File: src/rtl/lab7_pkg.sv
// Shared constants, types and the LFSR feedback function for the computer
// player's random number source.
package lab7_pkg;

  localparam int RNG_WIDTH = 10;

  typedef logic [RNG_WIDTH-1:0] rng_t;

  localparam rng_t RNG_DEFAULT_SEED = 10'h001;
  // Taps at bits 9 and 6: x^10 + x^7 + 1, maximal length (period 1023).
  localparam rng_t RNG_DEFAULT_TAPS = 10'h240;

  // One Fibonacci shift: feedback is the parity of the tapped bits, entering at bit 0.
  function automatic rng_t lfsr_next(rng_t state, rng_t taps);
    return {state[RNG_WIDTH-2:0], ^(state & taps)};
  endfunction

endpackage

File: src/rtl/lfsr_rng.sv
// lfsr_rng: 10-bit maximal-length Fibonacci LFSR advanced by a step strobe.
// Seed load has priority over step; a zero seed is replaced by SEED so the
// all-zero lock-up state can never be entered. wrap pulses when a step
// returns the state to the value it started from (reset or last load).
// Optional build macro LFSR_STEP_COUNT_EN adds a step_count output; the wrap
// decision is then taken from that counter instead of the start-value compare.
module lfsr_rng
  import lab7_pkg::*;
#(
  parameter int   WIDTH = RNG_WIDTH,
  parameter rng_t SEED  = RNG_DEFAULT_SEED,
  parameter rng_t TAPS  = RNG_DEFAULT_TAPS
) (
  input  logic             clk,
  input  logic             reset,
  input  logic             load,
  input  logic [WIDTH-1:0] seed_in,
  input  logic             step,
`ifdef LFSR_STEP_COUNT_EN
  output logic [WIDTH-1:0] step_count,
`endif
  output logic [WIDTH-1:0] rand_out,
  output logic             valid,
  output logic             wrap
);

  logic [WIDTH-1:0] state_q, state_d;
  logic [WIDTH-1:0] start_q, start_d;
  logic             valid_q, valid_d;
  logic             wrap_q,  wrap_d;
  logic [WIDTH-1:0] next_state;
  logic [WIDTH-1:0] load_value;
  logic             wrap_hit;

  assign next_state = WIDTH'(lfsr_next(rng_t'(state_q), TAPS));
  assign load_value = (seed_in == '0) ? WIDTH'(SEED) : seed_in;

`ifdef LFSR_STEP_COUNT_EN
  // Last count value of a period; the step taking the counter past it closes the cycle.
  localparam logic [WIDTH-1:0] LAST_COUNT = WIDTH'((2 ** WIDTH) - 2);

  logic [WIDTH-1:0] count_q, count_d;

  assign wrap_hit = (count_q == LAST_COUNT);

  // Steps accepted since reset/load, modulo the LFSR period.
  always_comb begin
    count_d = count_q;
    if (load) begin
      count_d = '0;
    end else if (step) begin
      count_d = wrap_hit ? '0 : count_q + 1'b1;
    end
  end

  // Step counter register.
  always_ff @(posedge clk or negedge reset) begin
    if (!reset) begin
      count_q <= '0;
    end else begin
      count_q <= count_d;
    end
  end

  assign step_count = count_q;
`else
  assign wrap_hit = (next_state == start_q);
`endif

  // Next-state selection: load beats step, otherwise hold.
  always_comb begin
    state_d = state_q;
    start_d = start_q;
    valid_d = valid_q;
    wrap_d  = 1'b0;
    if (load) begin
      state_d = load_value;
      start_d = load_value;
      valid_d = 1'b1;
    end else if (step) begin
      state_d = next_state;
      valid_d = 1'b1;
      wrap_d  = wrap_hit;
    end
  end

  // State, start value and flag registers.
  always_ff @(posedge clk or negedge reset) begin
    if (!reset) begin
      state_q <= WIDTH'(SEED);
      start_q <= WIDTH'(SEED);
      valid_q <= 1'b0;
      wrap_q  <= 1'b0;
    end else begin
      state_q <= state_d;
      start_q <= start_d;
      valid_q <= valid_d;
      wrap_q  <= wrap_d;
    end
  end

  assign rand_out = state_q;
  assign valid    = valid_q;
  assign wrap     = wrap_q;

endmodule

File: config.mk
export PLATFORM = sky130hd
export DESIGN_NAME = lfsr_rng
export DESIGN_NICKNAME = d
export VERILOG_FILES = /design/src/rtl/lab7_pkg.sv /design/src/rtl/lfsr_rng.sv
export SDC_FILE = /design/constraint.sdc
export NUM_CORES = 1
export LEC_CHECK = 0
export CAP_MARGIN = 20
export CELL_PAD_IN_SITES_DETAIL_PLACEMENT = 0
export CELL_PAD_IN_SITES_GLOBAL_PLACEMENT = 2
export CORE_ASPECT_RATIO = 1.1
export CORE_MARGIN = 3
export CORE_UTILIZATION = 29
export DETAILED_ROUTE_END_ITERATION = 8
export PLACE_DENSITY = 0.74
export REMOVE_ABC_BUFFERS = 1
export SLEW_MARGIN = 40
export SYNTH_ARGS = -nofsm -noshare
export SYNTH_HDL_FRONTEND = slang
export SYNTH_SLANG_ARGS = --single-unit
File: constraint.sdc
create_clock -name clk -period 1.21 [get_ports clk]
set_input_delay 0.1815 -clock clk [delete_from_list [all_inputs] [get_ports clk]]
set_output_delay 0.1815 -clock clk [all_outputs]
set_load 0.1 [all_outputs]
# After elaboration in Yosys (flattened, before gate mapping)
# Index checks and enable logic that the tools add are counted.
# W data, S select, Z words.
word_totals:
  reg_bits: 22
  latchBits: 0
  ram_bits: 0
  romBits: 0
  input_bits: 14
  output_inout_bits: 12
  word_cells: 15
  n_memories: 0
op_classes:
  n_addsub: 0
  multipliers: 0
  div_mod_pow: 0
  magnitude_cmp: 0
  eq_ne: 1
  shifts: 0
  n_mux: 7
  n_bitwise: 0
  n_reduce_logical: 3
op_table:
  columns: ["cell", "n"]
  rows:
  - ["$mux W10", 3]
  - ["$eq A10 B10 Y1", 1]
  - ["$logic_not A10 Y1", 1]
  - ["$reduce_xor A10 Y1", 1]
  - ["$mux W1", 4]
  - ["$reduce_bool A2 Y1", 1]

# Longest topological paths before layout
depth:
  ltp_word: 4
  ltp_mapped: 4
  depth_no_buf: 3

# Least setup slack after synthesis
# OpenSTA, ideal clock, no wires.
synth_path:
  kind: "register -> register"
  from: "register state_q[6], in the netlist rand_out[6]"
  to: "register wrap_q, in the netlist wrap"
  setup_ps: 96
  arrival_ps: 1530
  required_time_ps: 1114
  path_slack_ps: -416
  path_stages_with_launch: 4
  path_buffers: 0
  period_less_slack_ps: 1626
  path_cell_list: "dfrtp_1 -> xnor2_1 -> nand4_1 -> nor4_2"
synth_via:
  elab_chain_len: 4
synth_rtl:
  columns: ["item", "line", "rtl"]
  rows:
  - ["from (decl)", "lfsr_rng.sv:27", "logic [WIDTH-1:0] state_q, state_d;"]
  - ["from (signal assigned)", "lfsr_rng.sv:90", "state_q <= WIDTH'(SEED);"]
  - ["from (signal assigned)", "lfsr_rng.sv:95", "state_q <= state_d;"]
  - ["$reduce_xor A10 Y1", "lab7_pkg.sv:15", "return {state[RNG_WIDTH-2:0], ^(state & taps)};"]
  - ["$eq A10 B10 Y1 (*)", "lfsr_rng.sv:67", "assign wrap_hit = (next_state == start_q);"]
  - ["$mux W1 (*)", "lfsr_rng.sv:80", "end else if (step) begin"]
  - ["$mux W1 (*)", "lfsr_rng.sv:76", "if (load) begin"]
  - ["via wrap_d", "lfsr_rng.sv:30", "logic wrap_q, wrap_d;"]
  - ["to (signal assigned)", "lfsr_rng.sv:98", "wrap_q <= wrap_d;"]
  - ["to (decl)", "lfsr_rng.sv:30", null]
# Mark *: on every way through the listed nets, which the timed path passes. The rest lies on a longest branch.
# A chain may end at the register's enable or synchronous reset.

# Worst setup path in the final report
layout_path:
  from: "register state_q[0], in the netlist rand_out[0]"
  to: "output port rand_out[0]"
layout_rtl:
  columns: ["item", "line", "rtl"]
  rows:
  - ["to (decl)", "lfsr_rng.sv:22", "output logic [WIDTH-1:0] rand_out,"]
# No word-level cell between the ends.

==> summary.md <==
| Metric | Value |
|---|---|
| Clock-pin slew on the worst setup and hold paths | 0.11 ns |
| GR Overflow Total | 0 |
| CTS H-Tree Depth | 1 |
| Final wirelength | 2580 um |
| Slowest library cell on the worst path | dfstp_2 |
| Routability cong. | 0.763 |
| Post-synthesis sequential element count | 22 |
| First-pass DRT Iterations | 4 |
| Io pins | 26 |
| Synth warn | 0 |
| Failing checks | setup timing |
| Most common cell after layout, fill and taps aside | buf_4 |
| Total power | 2.12 mW |
| Global-route wire length before repair | 4150 um |
| Synth Instances | 96 |
| GRT Resource Usage Total | 13.1% |
| Dpl hpwl | 2010 um |
| Final worst path period need | 1.30 ns |
| # nets final | 169 |
| Final hold viol count | 0 |
| Vias in the first global route | 890 |
| DP Worst Slack | -0.260 ns |
| Share of cells above drive strength 1 | 39.2% |
| Worst-Skew Late Latency | 0.31 ns |
| Hold_ws | 0.171 ns |
| Synthesized cell area | 1010 sq um |
| Setup WS post-layout | -0.0885 ns |
| CTS tree | done |
| Critical-path maximum fanout | 2 |
| Via density | 4.47 |
| Fillers | 310 |
| Seq/Total Area, Yosys | 54.6% |
| Routed len/inst | 13.0 um |
| R2R cell count | 4 |
| Initial antenna violation count | 0 |
| Pwr Density | 1190 nW/um^2 |
| Worst-path cell chain | buf_6 > buf_12 |
| Pin count of the biggest net entering global routing | 24 |
| Port Buf Inserts | 25 |
| TritonCTS Buffers | 3 |
| Root buffer cell | clkbuf_4 |
| Final setup vio count | 2 |
| ANT nets after route | 0 |
| HP Class | input port to asynchronous set/reset pin |
| DRC | 0 |
| Num Clock Sinks | 22 |
| Peak supply drop | 0.479 mV |
| Startpoint Class | flip-flop |
| Total Neg Setup Slack | -0.115 ns |
| Leak | 0.823 nW |
| Core ar. | 3210 sq um |
| Crit path to | rand_out[0] |
| Status | complete, but fails checks |
| R2R Setup Slk | 0.03 ns |
| Commonest cells after routing, fill and taps aside | 23 x buf_4, 18 x dfrtp_1, 14 x o21ai_0 |
| Critical path's largest stage delay | 0.55 ns |
| Worst r2r src | rand_out[8]$_DFFE_PN0P_ |
| Reg area | 556 sq um |
| Worst EP required | 1.03 ns |
| Fin util | 55.4% |
| Max-Cap Viols | 0 |
| Crit Path Category | flip-flop to output pin |
| Initial core utilization | 31.6% |
| Cell row count | 21 |
| Vias | 890 |
| Worst r2r dst | wrap$_DFF_PN0_ |
| P&R area growth vs syn | 75.2% |
| DIE AREA | 4240 sq um |
| Clk_skew | 0.00267 ns |
| Ant diodes | 0 |
| Worst-case clock buffer depth | 2 |
| Multi-input logic area | 438 sq um |
| Die boundary width | 62.4 um |
| CP arrival | 1.12 ns |
| DR iter-0 viols | 21 |
| Max-slew violation count | 0 |
| Setup crit end kind | output pin |
| Netlist cell types | 21 |
| RSZ-0062 raised after global routing | true |
| Worst Tran Pin Value | 0.351 ns |
| Syn avg cell area | 10.6 sq um |
| Relative slew slack | 76.4% |
| Die Ht | 68 um |
| CP startpoint | rand_out[0]$_DFFE_PN1P_ |
| Fmax | 0.770 GHz |
| Fin crit share | 107% |
[registers in the layout (all words and copies together) (netlist names)]
signal	cells
rand_out	10
start_q	10
valid	1
wrap	1
[worst min-delay path by stage]
stage          slack, ns  cells past startpoint                    from                       to
4_1_cts             0.17                      2                   reset  rand_out[7]$_DFFE_PN0P_
5_1_grt             0.19                      2                   reset        valid$_DFFE_PN0P_
6_report            0.17                      2                   reset  rand_out[7]$_DFFE_PN0P_
3_5_place_dp        0.49                      2  start_q[0]$_DFFE_PN1P_   start_q[0]$_DFFE_PN1P_
2_1_floorplan      -0.11                      0                   reset  rand_out[1]$_DFFE_PN0P_
3_3_place_gp        0.50                      2  start_q[0]$_DFFE_PN1P_   start_q[0]$_DFFE_PN1P_
[cell usage after synthesis, drive strengths merged]
cell type,count,area share [%]
dfstp,2,5.2
a21oi,1,0.49
o21ai,18,8.9
xnor2,9,7.8
nand3,1,0.49
buf,2,2.2
nor3,1,0.49
dfrtp,20,49
nor2,3,1.1
inv,10,3.7
a311oi,1,0.86
or3,1,0.62
mux2i,10,9.9
nand2,9,3.3
xor2,2,1.7
nand4,2,1.2
clkbuf,2,0.74
nor4,2,1.9
[per-layer routing]
layer	global-route usage, %	up-vias	routed length (um)
met1	15.2	439	1110
met2	23.4	12	1350
li1	-	434	-
met5	0	-	0
met4	7.44	0	66
met3	2.30	5	60
[repair_timing]
| item | in CTS | in global routing |
|---|---|---|
| pin swaps | 0 | 5 |
| buffers inserted | 10 | 5 |
| gates cloned | 0 | 0 |
| hold buffers | 0 | 0 |
| setup endpoints to repair | 9 | 11 |
| resized for setup | 4 | 13 |
[metrics by stage]
step | cells | instance area [sq um]
after floorplan | 92 | 983
after global placement | 182 | 1570
after detailed placement | 182 | 1570
after CTS | 194 | 1670
after global routing | 199 | 1780
final | 199 | 1780
[area by class of cell]
| class | instances | share of cell area, % |
|---|---|---|
| multi-input cells | 60 | 24.7 |
| well taps | 46 | 3.24 |
| flip-flops and latches | 22 | 31.3 |
| repair buffers | 58 | 37.4 |
| inverters | 10 | 2.11 |
| clock buffers | 3 | 1.27 |
[power by group]
part	internal [mW]	leakage, nW	total [mW]	switching (mW)
registers	0.808	0.260	0.872	0.0640
clock network	0.116	0.0138	0.329	0.212
logic	0.434	0.549	0.919	0.485
[kinds of logic (layout without fill, tap and decap cells)]
| group | after synthesis | count (layout) | synth area share [%] |
|---|---|---|---|
| flip-flops | 22 | 22 | 54.6 |
| AO/OA/AOI/OAI | 20 | 20 | 10.2 |
| AND/OR/NAND/NOR | 19 | 19 | 9.13 |
| buffers and inverters | 14 | 71 | 6.67 |
| XOR/XNOR | 11 | 11 | 9.51 |
| multiplexers | 10 | 10 | 9.88 |
[critical path, delay by kind of cell, from the launching register on]
kind	cells	cell delay, ns
DFF	1	0.55
buffers and inverters	2	0.26
No activity file was read; power rests on OpenSTA's default activity.
